$ cat src/rtl/life_pkg.sv
// Shared definitions for the life grid engine.
// Holds the engine FSM state type, the neighbour-count width, the common
// rule presets (B3 / S23), the single-cell edit opcodes and a popcount helper
// used by the row rule logic.
// Build option: LIFE_TORUS_EN (consumed by life_grid_engine) selects a toroidal grid.
package life_pkg;

  typedef enum logic [1:0] {
    IDLE   = 2'd0,
    CALC   = 2'd1,
    COMMIT = 2'd2
  } life_state_e;

  localparam int NBR_W = 4;

  localparam logic [8:0] RULE_B3  = 9'h008;
  localparam logic [8:0] RULE_S23 = 9'h00C;

  localparam logic [1:0] EDIT_TOGGLE = 2'b00;
  localparam logic [1:0] EDIT_SET    = 2'b01;
  localparam logic [1:0] EDIT_CLEAR  = 2'b10;
  localparam logic [1:0] EDIT_NOP    = 2'b11;

  // Number of live cells among the eight neighbours (0..8).
  function automatic logic [NBR_W-1:0] count_nbrs(input logic [7:0] nbrs);
    logic [NBR_W-1:0] sum;
    sum = '0;
    for (int i = 0; i < 8; i++) begin
      sum = sum + {{(NBR_W-1){1'b0}}, nbrs[i]};
    end
    return sum;
  endfunction

endpackage

$ cat src/rtl/life_row_rule.sv
// Combinational next-state logic for one grid row.
// Ports:
//   row_above, row_cur, row_below : GRID_W-bit rows (already wrapped or zeroed
//                                   vertically by the caller)
//   rule_birth, rule_survive      : 9-bit rule masks indexed by neighbour count
//   row_next                      : GRID_W-bit next generation of row_cur
// Parameter WRAP selects whether the column beyond each edge wraps around
// (torus) or reads as dead.
module life_row_rule
  import life_pkg::*;
#(
  parameter int GRID_W = 16,
  parameter bit WRAP   = 1'b0
) (
  input  logic [GRID_W-1:0] row_above,
  input  logic [GRID_W-1:0] row_cur,
  input  logic [GRID_W-1:0] row_below,
  input  logic [8:0]        rule_birth,
  input  logic [8:0]        rule_survive,
  output logic [GRID_W-1:0] row_next
);

  // Each row is padded by one cell on both sides: bit 0 stands for column -1
  // and bit GRID_W+1 for column GRID_W, so column c's window is bits c..c+2.
  logic [GRID_W+1:0] ext_a;
  logic [GRID_W+1:0] ext_c;
  logic [GRID_W+1:0] ext_b;
  logic [7:0]        nbrs;
  logic [NBR_W-1:0]  n;

  always_comb begin
    ext_a = {(WRAP ? row_above[0] : 1'b0), row_above, (WRAP ? row_above[GRID_W-1] : 1'b0)};
    ext_c = {(WRAP ? row_cur[0]   : 1'b0), row_cur,   (WRAP ? row_cur[GRID_W-1]   : 1'b0)};
    ext_b = {(WRAP ? row_below[0] : 1'b0), row_below, (WRAP ? row_below[GRID_W-1] : 1'b0)};
    nbrs     = '0;
    n        = '0;
    row_next = '0;
    for (int c = 0; c < GRID_W; c++) begin
      nbrs = {ext_a[c], ext_a[c+1], ext_a[c+2],
              ext_c[c],             ext_c[c+2],
              ext_b[c], ext_b[c+1], ext_b[c+2]};
      n = count_nbrs(nbrs);
      row_next[c] = row_cur[c] ? rule_survive[n] : rule_birth[n];
    end
  end

endmodule

$ cat src/rtl/life_grid_engine.sv
// Conway-style cellular automaton engine for a GRID_W x GRID_H grid.
// A step request computes one row per cycle into a shadow buffer from the
// committed map, then commits the whole buffer in a single cycle.
// Ports:
//   clk, rst                 : clock, asynchronous active-high reset
//   step_req                 : pulse to compute the next generation (idle only)
//   busy, step_done          : busy from accept to commit; pulse on commit
//   rule_birth, rule_survive : 9-bit rule masks indexed by neighbour count
//   edit_we/op/x/y           : single-cell toggle/set/clear/no-op (idle only)
//   load_we, load_map        : bulk load of the whole map (idle only, clears generation)
//   map_out                  : committed grid, bit y*GRID_W+x
//   generation               : committed generations since reset/load (wraps)
// Build option: define LIFE_TORUS_EN for a toroidal grid; otherwise cells
// beyond the edges are dead.
module life_grid_engine
  import life_pkg::*;
#(
  parameter int GRID_W = 16,
  parameter int GRID_H = 16,
  parameter int GEN_W  = 16,
  parameter int XY_W   = 6
) (
  input  logic                     clk,
  input  logic                     rst,
  input  logic                     step_req,
  output logic                     busy,
  output logic                     step_done,
  input  logic [8:0]               rule_birth,
  input  logic [8:0]               rule_survive,
  input  logic                     edit_we,
  input  logic [1:0]               edit_op,
  input  logic [XY_W-1:0]          edit_x,
  input  logic [XY_W-1:0]          edit_y,
  input  logic                     load_we,
  input  logic [GRID_W*GRID_H-1:0] load_map,
  output logic [GRID_W*GRID_H-1:0] map_out,
  output logic [GEN_W-1:0]         generation
);

  localparam int N     = GRID_W * GRID_H;
  localparam int ROW_W = $clog2(GRID_H);
  localparam logic [ROW_W-1:0] LAST_ROW = ROW_W'(GRID_H - 1);

`ifdef LIFE_TORUS_EN
  localparam bit WRAP = 1'b1;
`else
  localparam bit WRAP = 1'b0;
`endif

  life_state_e       state_q, state_d;
  logic [ROW_W-1:0]  row_q, row_d;
  logic [N-1:0]      map_q, map_d;
  logic [N-1:0]      shadow_q, shadow_d;
  logic [GEN_W-1:0]  gen_q, gen_d;

  int                row_idx;
  logic [GRID_W-1:0] row_above, row_cur, row_below, row_next;

  logic [31:0]       edit_xw, edit_yw, edit_idx;
  logic              edit_in_range;
  logic [N-1:0]      edit_mask;

  // Neighbour rows for the row under calculation; the vertical edge either
  // wraps to the opposite row or reads as an all-dead row.
  always_comb begin
    row_idx   = int'(row_q);
    row_cur   = map_q[row_idx*GRID_W +: GRID_W];
    row_above = '0;
    row_below = '0;
    if (row_idx == 0) begin
      if (WRAP) row_above = map_q[(GRID_H-1)*GRID_W +: GRID_W];
    end else begin
      row_above = map_q[(row_idx-1)*GRID_W +: GRID_W];
    end
    if (row_idx == GRID_H - 1) begin
      if (WRAP) row_below = map_q[0 +: GRID_W];
    end else begin
      row_below = map_q[(row_idx+1)*GRID_W +: GRID_W];
    end
  end

  life_row_rule #(
    .GRID_W (GRID_W),
    .WRAP   (WRAP)
  ) u_row_rule (
    .row_above    (row_above),
    .row_cur      (row_cur),
    .row_below    (row_below),
    .rule_birth   (rule_birth),
    .rule_survive (rule_survive),
    .row_next     (row_next)
  );

  // Edit coordinates are widened before the range check so that a grid of
  // 64 columns still compares correctly against a 6-bit coordinate.
  always_comb begin
    edit_xw       = {{(32-XY_W){1'b0}}, edit_x};
    edit_yw       = {{(32-XY_W){1'b0}}, edit_y};
    edit_in_range = (edit_xw < 32'(GRID_W)) && (edit_yw < 32'(GRID_H));
    edit_idx      = edit_yw * 32'(GRID_W) + edit_xw;
    edit_mask     = {{(N-1){1'b0}}, 1'b1} << edit_idx;
  end

  // Next-state logic. Host writes are only honoured when idle, with
  // load > edit > step priority; CALC never touches map_q, so the committed
  // map stays a stable source for the whole step.
  always_comb begin
    state_d  = state_q;
    row_d    = row_q;
    map_d    = map_q;
    shadow_d = shadow_q;
    gen_d    = gen_q;
    unique case (state_q)
      IDLE: begin
        if (load_we) begin
          map_d = load_map;
          gen_d = '0;
        end else if (edit_we) begin
          if (edit_in_range) begin
            unique case (edit_op)
              EDIT_TOGGLE: map_d = map_q ^ edit_mask;
              EDIT_SET:    map_d = map_q | edit_mask;
              EDIT_CLEAR:  map_d = map_q & ~edit_mask;
              EDIT_NOP:    map_d = map_q;
              default:     map_d = map_q;
            endcase
          end
        end else if (step_req) begin
          state_d = CALC;
          row_d   = '0;
        end
      end
      CALC: begin
        shadow_d[row_idx*GRID_W +: GRID_W] = row_next;
        if (row_q == LAST_ROW) begin
          state_d = COMMIT;
        end else begin
          row_d = row_q + ROW_W'(1);
        end
      end
      COMMIT: begin
        map_d   = shadow_q;
        gen_d   = gen_q + GEN_W'(1);
        row_d   = '0;
        state_d = IDLE;
      end
      default: state_d = IDLE;
    endcase
  end

  always_ff @(posedge clk or posedge rst) begin
    if (rst) begin
      state_q  <= IDLE;
      row_q    <= '0;
      map_q    <= '0;
      shadow_q <= '0;
      gen_q    <= '0;
    end else begin
      state_q  <= state_d;
      row_q    <= row_d;
      map_q    <= map_d;
      shadow_q <= shadow_d;
      gen_q    <= gen_d;
    end
  end

  assign busy       = (state_q != IDLE);
  assign step_done  = (state_q == COMMIT);
  assign map_out    = map_q;
  assign generation = gen_q;

endmodule

$ cat config.mk
export PLATFORM = sky130hd
export DESIGN_NAME = life_grid_engine
export DESIGN_NICKNAME = d
export VERILOG_FILES = /design/src/rtl/life_pkg.sv /design/src/rtl/life_row_rule.sv /design/src/rtl/life_grid_engine.sv
export SDC_FILE = /design/constraint.sdc
export NUM_CORES = 2
export LEC_CHECK = 0
export BUFFER_PORTS_ARGS = -buffer_cell sky130_fd_sc_hd__buf_2
export CORE_ASPECT_RATIO = 0.5
export CORE_MARGIN = 2
export CORE_UTILIZATION = 25
export DETAILED_ROUTE_END_ITERATION = 16
export PLACE_DENSITY = 0.43
export SLEW_MARGIN = 20
export SYNTH_ARGS = -nofsm -noshare
export SYNTH_HDL_FRONTEND = slang
export SYNTH_SLANG_ARGS = --single-unit
$ cat constraint.sdc
create_clock -name clk -period 18.25 [get_ports clk]
set_clock_uncertainty 0.2 [all_clocks]
set_input_delay 2.7375 -clock clk [delete_from_list [all_inputs] [get_ports clk]]
set_output_delay 2.7375 -clock clk [all_outputs]
set_load 0.03 [all_outputs]
# After elaboration in Yosys (flattened, before gate mapping)
# Index checks and enable logic that the tools add are counted.
[word_totals]
word_cells = 271
out_inout_bits = 274
regBits = 534
input_bits = 293
[classes]
bitwise = 4
n_lt_le_gt_ge = 18
n_addsub = 111
n_eq_ne = 16
n_shift = 6
muxes = 100
reduce_logical = 11
[op_table]
columns = ["operator", "count"]
rows = [
  ["$mux 256", 3],
  ["$pmux 256 s3", 1],
  ["$pmux 256 s2", 1],
  ["$shiftx 256x9->16", 2],
  ["$add 4x1->4", 90],
  ["$and 256x256->256", 1],
  ["$bwmux 256", 1],
  ["$not 256->256", 1],
  ["$or 256x256->256", 1],
  ["$shift 16x33->256 const A", 1],
  ["$shiftx 16x33->256", 1],
  ["$shiftx 256x10->16", 1],
  ["$shl 1x11->256 const A", 1],
  ["$xor 256x256->256", 1],
  ["$bmux 1 s4", 32],
  ["$lt 4x5->1 const B", 16],
  ["$mux 1", 48],
  ["$mux 16", 3],
  ["$neg 8->33", 1],
  ["$pmux 16 s2", 1],
  ["$add 1x1->2", 15],
  ["$add 16x1->16 const B", 1],
  ["$mux 4", 4],
  ["$lt 6x5->1 const B", 2],
  ["21 further kinds", 37],
]

# Longest topological paths before layout
[depth]
ltp_word = 15
ltp_mapped = 25
ltp_nobuf = 18

# Cells and area by module
# A second synthesis with hierarchy kept.
[hier_totals]
cells_unflattened = 5550
area_unflattened_um2 = 52178.8
[modules_own_cells]
columns = ["mod", "n_inst", "cells_per_inst", "area_per_inst_um2"]
rows = [
  ["life_grid_engine", 1, 5109, 47137.7],
  ["life_row_rule", 1, 441, 5041.1],
]

# Worst setup path before layout
# OpenSTA, ideal clock, no wires.
[synth_path]
path_type = "register -> register"
start = "register row_q[1]"
end = "register shadow_q[21]"
period_less_slack_ns = 6.972
path_stages_with_launch = 24
path_slack_ns = 11.278
setup_time_ns = 0.125
arrival_time_ns = 6.648
required_time_ns = 17.925
n_path_buf = 7
cell_sequence = "dfrtp_1 > buf_6 > buf_6 > buf_4 > buf_4 > inv_1 > ha_1 > clkbuf_1 > clkbuf_1 > mux4_2 > mux4_2 > nand2_1 > fa_1 > fa_1 > inv_1 > fa_1 > inv_1 > fa_1 > mux4_2 > a32oi_1 > o211ai_1 > mux2_2 > buf_2 > mux2_2"
[synth_via]
elab_chain_cells = 15
[synth_lines]
columns = ["item", "line", "source"]
rows = [
  ["start, declared", "life_grid_engine.sv:51", "logic [ROW_W-1:0] row_q, row_d;"],
  ["start signal, assigned", "life_grid_engine.sv:160", "row_q <= row_d;"],
  ["$add 4x1->5", "life_grid_engine.sv:78", "row_below = map_q[(row_idx+1)*GRID_W +: GRID_W];"],
  ["$shiftx 256x10->16", "life_grid_engine.sv:78", ""],
  ["$mux 16", "life_grid_engine.sv:75", "if (row_idx == GRID_H - 1) begin"],
  ["$add 1x1->2", "life_pkg.sv:29", "sum = sum + {{(NBR_W-1){1'b0}}, nbrs[i]};"],
  ["$add 4x1->4 (6 in a row)", "life_pkg.sv:29", ""],
  ["$bmux 1 s4", "life_row_rule.sv:43", "row_next[c] = row_cur[c] ? rule_survive[n] : rule_birth[n];"],
  ["$mux 1 (implied by the code)", "life_row_rule.sv:43", ""],
  ["$mux 1", "life_row_rule.sv:43", ""],
  ["$shiftx 16x33->256", "life_grid_engine.sv:134", "shadow_d[row_idx*GRID_W +: GRID_W] = row_next;"],
  ["$bwmux 256 (*)", "life_grid_engine.sv:134", ""],
  ["end signal, assigned", "life_grid_engine.sv:162", "shadow_q <= shadow_d;"],
  ["end, declared", "life_grid_engine.sv:53", "logic [N-1:0] shadow_q, shadow_d;"],
]
# Every way passes the cells marked *; elsewhere a longest branch is shown, timed or not. The select of a mux whose other input is x is not followed.
# A chain may end at the register's enable or synchronous reset.

# Worst setup path in the final report
[layout_path]
start = "register row_q[0]"
end = "register shadow_q[184]"
# The elaborated chain is that of the path after synthesis.

==> flow_metrics.py <==
metrics = {
    "run_status": {
        "outcome": "completed",
    },
    "cts": {
        "postCtsSetupBuffers": 0,
        "cts_tree": "done",
        "clk_path_buf_depth": 3,
        "cts.sinks": 534,
        "cts_root_buf": "clkbuf_16",
        "htree_num_levels": 3,
        "cts_buffers": 68,
        "cts_hold_buf": 0,
        "clkLatencyLatePin_ns": 0.69,
        "clkTransAtPathRegs_ns": 0.06,
        "post_cts_resized": 0,
    },
    "cells_and_area": {
        "nets": 6630,
        "fin_area_sq_mm": 0.0576,
        "drive_above_1_share_pct": 23.4,
        "area_growth_pct": 15.5,
        "final_util_pct": 29.2,
        "final_common_cell": "nand2_1",
        "fillers": 21000,
        "instances_no_fill": 8403,
        "final_cell_mix": "nand2_1, inv_1, buf_2, ha_1, o21ai_0",
    },
    "routing": {
        "drtPass1Iterations": 6,
        "drt_wl_total_mm": 267,
        "vias": 46200,
        "avgViaCountPerCell": 5.50,
        "drtIter0Drc": 5551,
        "wl_per_cell_um": 31.8,
        "drc": 0,
        "antenna_left": 0,
    },
    "floorplan": {
        "dieArea_sq_mm": 0.203,
        "die_h_um": 320,
        "die_x_um": 636,
        "initial_core_util_pct": 25.3,
        "design.core.area_sq_mm": 0.197,
        "num_rows": 115,
        "io_pins": 567,
    },
    "synth": {
        "syn_nets": 6317,
        "synthArstFlopShare_pct": 100,
        "synth_warnings": 0,
        "synth_top_family_by_area": "multiplexers",
        "synth_xor_area_share_pct": 0.492,
        "synth_compound_area_share_pct": 16.2,
        "synthFlopType": "dfrtp_1",
        "avgSynthCellArea_sq_um": 9.24,
        "synth_simple_gate_area_share_pct": 12.1,
        "yosysSeqAreaShare_pct": 26.8,
        "syn-cell-area_sq_mm": 0.0499,
        "synth_mux_area_share_pct": 19.3,
        "synth_edf_count": 0,
        "ys_types": 61,
        "synth-seq-cells": 534,
        "synth_adder_area_share_pct": 16.6,
        "synth_cells": 5397,
    },
    "timing": {
        "setup_viol": 0,
        "worstMarginPinSlew_ns": 1.36,
        "finalHoldViolations": 0,
        "rsz0062_at_grt": "no",
        "layout_min_cycle_time_ns": 8.29,
        "period_share_pct": 45.4,
        "relSlewSlack_pct": 9.51,
        "fin_setup_tns_ns": 0,
        "max_freq_mhz": 121,
        "slew_violations": 0,
    },
    "place": {
        "post-dp-hpwl_mm": 191,
        "io_buffers": 566,
        "place_inst": 8272,
        "placed_cell_area_sq_mm": 0.0554,
        "globalplace.congestion": 0.988,
    },
    "setup_path": {
        "cp_max_fo": 54,
        "critical-path-max-stage-delay_ns": 0.86,
        "crit_path_frequent_cell": "fa_1",
        "r2r-end": "shadow_q[184]$_DFFE_PP0P_",
        "endpoint": "shadow_q[184]$_DFFE_PP0P_",
        "cp_cell_sequence": "inv_1 -> ha_4 -> buf_4 -> mux4_2 -> mux4_2 -> nand2_1 -> fa_1 -> fa_1 -> inv_1 -> fa_1 -> inv_1 -> fa_1 -> xnor2_1 -> mux4_2 -> mux2_2 -> mux2i_4 -> mux2_2",
        "start_kind": "register",
        "reg2reg_slack_ns": 9.96,
        "crit_slowest_cell": "mux2i_4",
        "cp_data_required_time_ns": 18.64,
        "cp-startpoint": "row_q[0]$_DFFE_PP0P_",
        "worst_ep_arrival_time_ns": 8.68,
        "r2r_cells": 17,
        "worstSetupPathType": "register to register",
        "r2r-start": "row_q[0]$_DFFE_PP0P_",
        "end_kind": "register",
    },
    "grt": {
        "grt_max_degree": 197,
        "gr-total-overflow": 0,
        "grt_pass1_wl_mm": 362,
        "grt_usage_pct": 25.3,
        "antenna_found_initial": 37,
        "grt_pass1_vias": 42400,
    },
    "worst_hold_path": {
        "holdCritPathClass": "register to register",
    },
    "job": {
        "drv_cap": 0,
    },
}
[layout make-up]
class                   instances  area [sq um]  area share, %
multi-input cells            3795         32600           56.6
flip-flops and latches        534         13400           23.2
repair buffers                689          3840           6.66
well taps                    2632          3290           5.72
inverters                     622          2340           4.07
clock buffers                  97          1940           3.37
clock inverters                18           204          0.354
diodes                         16          40.0         0.0695
[sequential cells by signal, indices dropped and copies added, names as in the netlist]
name	cells
generation	16
map_out	256
row_q	4
shadow_q	256
state_q	2
[metal layers]
layer  vias up  track usage, %  wire length [um]  share of wire (%)
met2      2216            39.1            118000                 44
li1      19900               -                 -                  -
met4         4            11.4             13900                5.2
met3       435            4.79             21900                8.2
met5         -               0                26             0.0097
met1     23700            34.2            113000                 42
[Yosys cell counts, types with 4 or more instances]
cell / number / area [sq um]
dfrtp_1: 534 / 13400
nand4_1: 11 / 68.8
and2_1: 19 / 119
o311ai_0: 256 / 2240
buf_1: 14 / 52.6
buf_4: 25 / 188
nand2_1: 859 / 3220
nor2_1: 64 / 240
fa_1: 61 / 1220
nand2b_1: 7 / 43.8
nand4b_1: 21 / 184
a21o_1: 15 / 113
buf_2: 38 / 190
mux4_2: 232 / 5230
or3_1: 6 / 37.5
o21ai_0: 547 / 2740
nor2b_1: 260 / 1630
and3_1: 6 / 37.5
inv_1: 620 / 2330
o22ai_1: 11 / 68.8
mux2_2: 268 / 3020
nor2_2: 5 / 31.3
nor3_1: 17 / 85.1
xnor2_1: 7 / 61.3
a22oi_1: 31 / 233
o2bb2ai_1: 5 / 43.8
o221ai_1: 13 / 114
o211ai_1: 6 / 45.0
ha_1: 566 / 7080
a32oi_1: 4 / 35.0
buf_6: 7 / 78.8
clkbuf_1: 362 / 1360
xor2_1: 21 / 184
mux2i_1: 127 / 1270
nand3_1: 27 / 135
a21oi_1: 17 / 85.1
a221oi_1: 256 / 2240
mux2_1: 10 / 113
[critical path: cells and delay by family (launching register included)]
kind	cells	cell delay (ns)
AND/OR/NAND/NOR	1	0.16
multiplexers	6	3.17
XOR/XNOR	1	0.36
flip-flops	1	0.74
buffers and inverters	4	1.34
adder cells (fa/ha/maj)	5	2.13
[worst min path at each step]
stage,startpoint,to,slack [ns],depth (start not counted)
3_5_place_dp,shadow_q[24]$_DFFE_PP0P_,shadow_q[24]$_DFFE_PP0P_,0.27,1
3_3_place_gp,shadow_q[24]$_DFFE_PP0P_,shadow_q[24]$_DFFE_PP0P_,0.27,1
2_1_floorplan,shadow_q[24]$_DFFE_PP0P_,shadow_q[24]$_DFFE_PP0P_,0.25,1
6_report,map_out[107]$_DFFE_PP0P_,map_out[107]$_DFFE_PP0P_,0.28,2
4_1_cts,shadow_q[24]$_DFFE_PP0P_,shadow_q[24]$_DFFE_PP0P_,0.28,1
5_1_grt,shadow_q[24]$_DFFE_PP0P_,shadow_q[24]$_DFFE_PP0P_,0.29,1
[stage by stage]
stage               hold slack (ns)  worst slack, ns
finish                        0.279             9.96
global route                  0.289             9.67
CTS                           0.283            10.03
detailed placement            0.269            10.04
global placement              0.267            10.20
floorplan                     0.253            0.389
[cell families after synthesis]
family | after synthesis
XOR/XNOR | 28
AND/OR/NAND/NOR | 1326
AO/OA/AOI/OAI | 1176
buffers and inverters | 1068
multiplexers | 638
flip-flops | 534
adder cells (fa/ha/maj) | 627
Power is left out: the tool's default activity adds up to more than one toggle a clock period on the data nets, which glitch-free logic cannot reach.
